--- src/rtl/pipe_hold_ctrl.sv ---
// pipe_hold_ctrl: per-stage hold/flush control for load-use, multi-cycle ops, mem wait and jump redirect.
// Define HOLD_CTRL_PERF_EN to build the saturating stall/flush performance counters.
module pipe_hold_ctrl #(
   parameter int                STAGES     = 4,
   parameter int                ADDR_W     = 32,
   parameter int                LOAD_CYC   = 1,
   parameter logic [STAGES-1:0] FLUSH_MASK = 4'b0110,
   parameter int                CNT_W      = 32
) (
   input  logic              i_clk,
   input  logic              i_reset,
   input  logic              i_jump_flag,
   input  logic [ADDR_W-1:0] i_jump_addr,
   input  logic              i_load_hazard,
   input  logic              i_busy_start,
   input  logic              i_busy_done,
   input  logic              i_mem_wait,
   output logic [STAGES-1:0] o_hold,
   output logic [STAGES-1:0] o_flush,
   output logic              o_jump_flag,
   output logic [ADDR_W-1:0] o_jump_addr,
   output logic [1:0]        o_state,
   output logic [CNT_W-1:0]  o_stall_cnt,
   output logic [CNT_W-1:0]  o_flush_cnt
);
   typedef enum logic [1:0] {S_RUN = 2'd0, S_LOAD = 2'd1, S_BUSY = 2'd2} state_t;
   // stage bits above 3 mirror bit3, so busy flushes everything from ex onward
   localparam logic [STAGES-1:0] BUSY_HOLD  = {{(STAGES-3){1'b0}}, 3'b111};
   localparam logic [STAGES-1:0] BUSY_FLUSH = {{(STAGES-3){1'b1}}, 3'b000};
   localparam logic [STAGES-1:0] LOAD_HOLD  = {{(STAGES-2){1'b0}}, 2'b11};
   localparam logic [STAGES-1:0] LOAD_FLUSH = {{(STAGES-3){1'b0}}, 3'b100};
   localparam logic [3:0]        LOAD_INIT  = (LOAD_CYC > 1) ? 4'(LOAD_CYC - 2) : 4'd0;

   state_t            r_state;
   state_t            w_state_nxt;
   logic [3:0]        r_cnt;
   logic [3:0]        w_cnt_nxt;
   logic [STAGES-1:0] w_hold;
   logic [STAGES-1:0] w_flush;
   logic              w_jump;

   always_comb begin
      w_hold      = '0;
      w_flush     = '0;
      w_jump      = 1'b0;
      w_state_nxt = r_state;
      w_cnt_nxt   = r_cnt;
      if (!i_reset) begin
         w_state_nxt = S_RUN;
         w_cnt_nxt   = '0;
      end else if (i_mem_wait) begin
         w_hold = '1;
      end else if (i_jump_flag && r_state != S_BUSY) begin
         w_jump      = 1'b1;
         w_flush     = FLUSH_MASK;
         w_state_nxt = S_RUN;
         w_cnt_nxt   = '0;
      end else if (r_state == S_BUSY) begin
         w_hold      = i_busy_done ? '0 : BUSY_HOLD;
         w_flush     = i_busy_done ? '0 : BUSY_FLUSH;
         w_state_nxt = i_busy_done ? S_RUN : S_BUSY;
      end else if (r_state == S_LOAD) begin
         w_hold      = LOAD_HOLD;
         w_flush     = LOAD_FLUSH;
         w_state_nxt = (r_cnt == 4'd0) ? S_RUN : S_LOAD;
         w_cnt_nxt   = (r_cnt == 4'd0) ? 4'd0 : r_cnt - 4'd1;
      end else if (i_busy_start) begin
         w_hold      = BUSY_HOLD;
         w_flush     = BUSY_FLUSH;
         w_state_nxt = S_BUSY;
      end else if (i_load_hazard) begin
         w_hold      = LOAD_HOLD;
         w_flush     = LOAD_FLUSH;
         w_state_nxt = (LOAD_CYC > 1) ? S_LOAD : S_RUN;
         w_cnt_nxt   = LOAD_INIT;
      end
   end

   always_ff @(posedge i_clk) begin
      if (!i_reset) begin
         r_state <= S_RUN;
         r_cnt   <= '0;
      end else begin
         r_state <= w_state_nxt;
         r_cnt   <= w_cnt_nxt;
      end
   end

   assign o_hold      = w_hold;
   assign o_flush     = w_flush;
   assign o_jump_flag = w_jump;
   assign o_jump_addr = w_jump ? i_jump_addr : '0;
   assign o_state     = r_state;

`ifdef HOLD_CTRL_PERF_EN
   logic [CNT_W-1:0] r_stall_cnt;
   logic [CNT_W-1:0] r_flush_cnt;

   always_ff @(posedge i_clk) begin
      if (!i_reset) begin
         r_stall_cnt <= '0;
         r_flush_cnt <= '0;
      end else begin
         if (|w_hold && r_stall_cnt != '1) r_stall_cnt <= r_stall_cnt + CNT_W'(1);
         if (w_jump && r_flush_cnt != '1) r_flush_cnt <= r_flush_cnt + CNT_W'(1);
      end
   end

   assign o_stall_cnt = r_stall_cnt;
   assign o_flush_cnt = r_flush_cnt;
`else
   assign o_stall_cnt = '0;
   assign o_flush_cnt = '0;
`endif
endmodule

--- config.mk ---
export PLATFORM = sky130hd
export DESIGN_NAME = pipe_hold_ctrl
export DESIGN_NICKNAME = d
export VERILOG_FILES = /design/src/rtl/pipe_hold_ctrl.sv
export SDC_FILE = /design/constraint.sdc
export NUM_CORES = 1
export LEC_CHECK = 0
export BUFFER_PORTS_ARGS = -buffer_cell sky130_fd_sc_hd__buf_2
export CAP_MARGIN = 10
export CORE_ASPECT_RATIO = 1.75
export CORE_MARGIN = 5
export CORE_UTILIZATION = 35
export CTS_BUF_LIST = sky130_fd_sc_hd__clkbuf_2
export CTS_CLUSTER_DIAMETER = 80
export DETAILED_ROUTE_END_ITERATION = 16
export PLACE_DENSITY = 0.84
export SYNTH_ARGS = -nofsm -noshare
export SYNTH_HDL_FRONTEND = slang
export SYNTH_SLANG_ARGS = --single-unit
--- constraint.sdc ---
create_clock -name i_clk -period 2.1 [get_ports i_clk]
set_input_delay 0.42 -clock i_clk [delete_from_list [all_inputs] [get_ports i_clk]]
set_output_delay 0.42 -clock i_clk [all_outputs]
set_load 0.1 [all_outputs]
Word-level counts from Yosys, hierarchy flattened. Cells that the tools add are included.

Eq/ne operators: 5. Add/sub/neg operators: 1. Mux-type cells: 33. Reductions and logical operators: 6. Bitwise logic cells: 1.

Operators with widths (number): $mux 4 (15); $mux 32 (1); $mux 3 (6); $mux 2 (7); $reduce_bool 5->1 (1); $logic_not 4->1 (1); $mux 1 (4); $ne 2x2->1 const B (2); $reduce_and 4->1 (1); $sub 4x1->4 const B (1); $ne 3x1->1 const B (1); $reduce_bool 3->1 (1); $eq 2x1->1 const B (1); $eq 2x2->1 const B (1); $reduce_and 2->1 (1); $logic_and 1x1->1 (1); $not 1->1 (1).

Output and inout bits: 107. Register bits after elaboration: 6. Input port bits: 39.

Longest topological paths before layout.
Word-level depth: 7. Gate-level depth with buffers: 6. Gate-level depth less buffers: 5.

Least setup slack after synthesis. No wires, ideal clock.

Path type: register -> output. From: register r_state[1], in the netlist o_state[1]. To: output port o_flush[3]. Data arrival time: 3.040 ns. Setup slack: -1.360 ns. Buffers on the path: 1. Required time: 1.680 ns. Cell stages (with the launch flop): 6. Path through: dfxtp_1 > buf_6 > or2b_1 > a21oi_2 > a41oi_2 > nor2_1.

Word-level cells in the longest chain between the ends: 6. Elaborated cells on any way between the ends: 9.

RTL lines: start: declaration (RTL line 34) `state_t r_state;`; start signal: assignment (RTL line 84) `r_state <= w_state_nxt;`; $eq 2x1->1 (RTL line 62) `end else if (r_state == S_LOAD) begin`; $mux 4 (RTL line 62); $mux 4 (RTL line 58) `end else if (r_state == S_BUSY) begin`; $mux 4 * (RTL line 53) `end else if (i_jump_flag && r_state != S_BUSY) begin`; $mux 4 * (RTL line 51) `end else if (i_mem_wait) begin`; $mux 4 * (RTL line 48) `if (!i_reset) begin`; end: declaration (RTL line 19) `output logic [STAGES-1:0] o_flush,`.

Every way passes the cells marked *; elsewhere a longest branch is shown, timed or not.

Worst setup path after layout.
From: register r_state[0], in the netlist o_state[0]. To: output port o_jump_addr[17].

Word-level cells in the longest chain between the ends: 6.

RTL lines: $ne 2x2->1 (RTL line 53); $logic_and 1x1->1 (RTL line 53); $mux 1 (RTL line 53); $mux 1 (RTL line 51); $mux 1 (RTL line 48); $mux 32 (RTL line 92) `assign o_jump_addr = w_jump ? i_jump_addr : '0;`; end: declaration (RTL line 21) `output logic [ADDR_W-1:0] o_jump_addr,`.

Every way passes these cells.

==> results.md <==
- Status: complete, no violations
- Crit path max fanout: 12
- Crit-path cells: inv_4 > a211oi_4 > buf_4 > clkbuf_16 > and2_4 > buf_12
- Adder-Cell Fraction of Synth Area: under 10%
- Commonest non-fill, non-tap cell in the layout: conb_1
- # rows: 28
- Largest cells by area after synthesis: buf_4 40%, and2_1 17%, dfxtp_1 9.6%
- Starting Density: 36.7%
- Compound-Gate Fraction of Synth Area: between 10% and 20%
- Crit path capture type: output pin
- First-pass GRT wire length: ~5.5 mm
- Global Route Usage Sum: about 15%
- Layout cells sized above 1: between 50 and 60%
- Core Box Area: between 0.003 and 0.004 mm^2
- P_leak: about 1.1 nW
- Clock buffer depth: 2
- Post-Syn Instances: between 150 and 200
- Tmin final: approximately 2.1 ns
- Cell count along the critical path: 6
- DR iter-0 viols: 19
- Top routing layer used: met4
- Worst r2r src: o_state[1]
- Post-Synth Simple-Gate Area: between 20% and 30%
- R2R Setup Slk: about 0.68 ns
- Met2 wire len: 2.40 mm
- Placer congestion estimate: just under 0.8
- Slowest CP cell: dfxtp_4
- Distinct cells, synth: 35
- Final nets: around 300
- Kind of critical path: flop to output pin
- RSZ-0062 raised after global routing: true
- Die Area: slightly below 0.005 mm^2
- CP top delay family: buffers and inverters
- Fin area: between 0.002 and 0.0025 mm^2
- Max cap viols: 0
- DR vias: 1211
- Vias in the first global route: between 1k and 1.5k
- Type of origin of the critical path: flop
- CP Launch Point: o_state[0]
- Final Hold Fails: 0
- Post-route DRC: 0
- Clk slew on worst S/H paths: approximately 0.080 ns
- Largest net degree at the start of global routing: 26
- Post-synth ARST share: 0%
- Crit path DAT: between 1.5 and 2 ns
- TritonCTS Buffers: 3
- Area grow syn2layout: 78.4%
- Routed met3 length: ~560 um
- EDFF count, synth: 0
- HP Class: flop to flop
- Hold Slack: 0.481 ns
- Synth warnings: 0
- Total Wirelength: around 4 mm
- Register bit total from synthesis: 6
- Share of the synthesized area in the top cell type: 40.3%
- Fmax: just under 0.5 GHz
- Commonest non-fill, non-tap cells in the layout: 65 x conb_1, 41 x buf_2, 40 x buf_12, 29 x and2_4, 8 x nand2_1
- Mux share of post-synthesis cell area: approximately 1.7%
- Root Driver: clkbuf_2
- Hold path depth: 2
- Initial antenna violation count: 0
- Die W: 55.1 um
- Seq/Total Area, Yosys: about 9.6%
- Most used DFF post-synth: dfxtp_1
- Routed wire per std cell: 13.8 um
- Met1 WL: 1.05 mm
- Post-Synth XOR/XNOR Area: 0%
- Synthesized area per cell: around 7.5 um^2
- Critical Path Max Stage Delay: approximately 0.42 ns
- Port Buffers: 80
- Clk_skew: 0.0197 ns
- Largest area contributor in the netlist: buf_4
- Final setup violation count: 0
- Vias/cell: ~4.1
- Num ports: ~150
- Main combinational cell family by area after synthesis: buffers and inverters
- Ant. Diodes: 0
- Remaining global-route overflow: 0
- CTS Hold Buffers Added: 0
- WP buf/inv: 4
- Max-slew violation count: 0
- CP required: about 1.7 ns
- DP Wirelength: 3.55 mm
- CTS Sinks: 6
- Final antenna-violating net count: 0
- HP Start: r_cnt[1]
- Die height: between 80 and 90 um
- Pwr/cell area: about 530 mW/mm^2
- Placed Area: between 0.002 and 0.0025 mm^2
- Fin crit share: roughly 99%
- Clock insertion delay at the later pin of the skew report: ~0.24 ns
- Peak VDD IR: 0.439 mV
- TritonCTS clock tree: done
- DRT Pass-1 Iters: 5
- Cells on worst reg2reg path: 5
- Synth Cell Area: around 0.0012 mm^2
- H-tree levels: 1
[through the flow]
stage	std cells	power (mW)	utilization, %	setup slack [ns]	TNS (ns)
after floorplan	231	1.01	-	-0.166	-0.225
after global placement	287	1.06	63.0	0.125	0
after detailed placement	287	1.07	63.0	0.0572	0
final	296	1.18	65.5	0.0292	0
after global routing	296	1.21	65.5	-0.0335	-0.366
after CTS	293	1.17	64.0	0.0105	0
[registers in the layout (all words and copies together) (netlist names)]
register and cells:
r_cnt 4, o_state 2
[synth_stat cells, types with 2 or more instances]
cell type	count
a21oi_1	4
and2_1	33
buf_4	67
buf_6	4
dfxtp_1	6
ha_1	2
inv_1	3
inv_2	2
nand2_1	9
nor2_1	8
nor3_1	2
o21ai_0	3
o22ai_1	2
[layout make-up]
| class | instances | area (um^2) |
|---|---|---|
| tap | 45 | 56.3 |
| multi-input combinational | 147 | 911 |
| sequential | 6 | 128 |
| clock buffer | 4 | 20.0 |
| fill | 259 | 1170 |
| inverter | 5 | 23.8 |
| timing repair buffer | 89 | 1090 |
[worst reg2reg max path: stages, from the launching register on]
cell and delay [ns]:
dfxtp_4 0.37, buf_4 0.16, buf_4 0.15, a31oi_1 0.21, o21a_1 0.25, mux2i_1 0.20
[metal layers]
metal	up-vias	GRT usage [%]
li1	566	-
met1	549	12.5
met2	90	30.4
met3	6	4.17
met4	0	7.74
met5	-	0
[cells by family after synthesis]
| family | after synthesis |
|---|---|
| buf+inv | 78 |
| simple gates | 59 |
| compound gates | 18 |
| flops | 6 |
| fa+ha+maj | 3 |
| mux | 2 |
| other cells | 1 |
[final timing paths]
| path | to |
|---|---|
| max | o_jump_addr[17] |
| min | r_cnt[1] |
| max reg2reg | r_cnt[1] |
| min reg2reg | r_cnt[1] |
[power by group]
group	switching (mW)	internal, mW	total [mW]
Clock	0.0500	0.0505	0.100
Sequential	0.00161	0.113	0.115
Combinational	0.791	0.177	0.968
Total	0.843	0.340	1.18
[what timing repair did]
action	CTS	global route
setup buffers	2	2
endpoints found under the hold margin	0	0
endpoints found under the setup margin	1	10
pin swaps	1	2
cloned	0	1
resized for setup	0	2
Power figures use the tool's default switching activity.
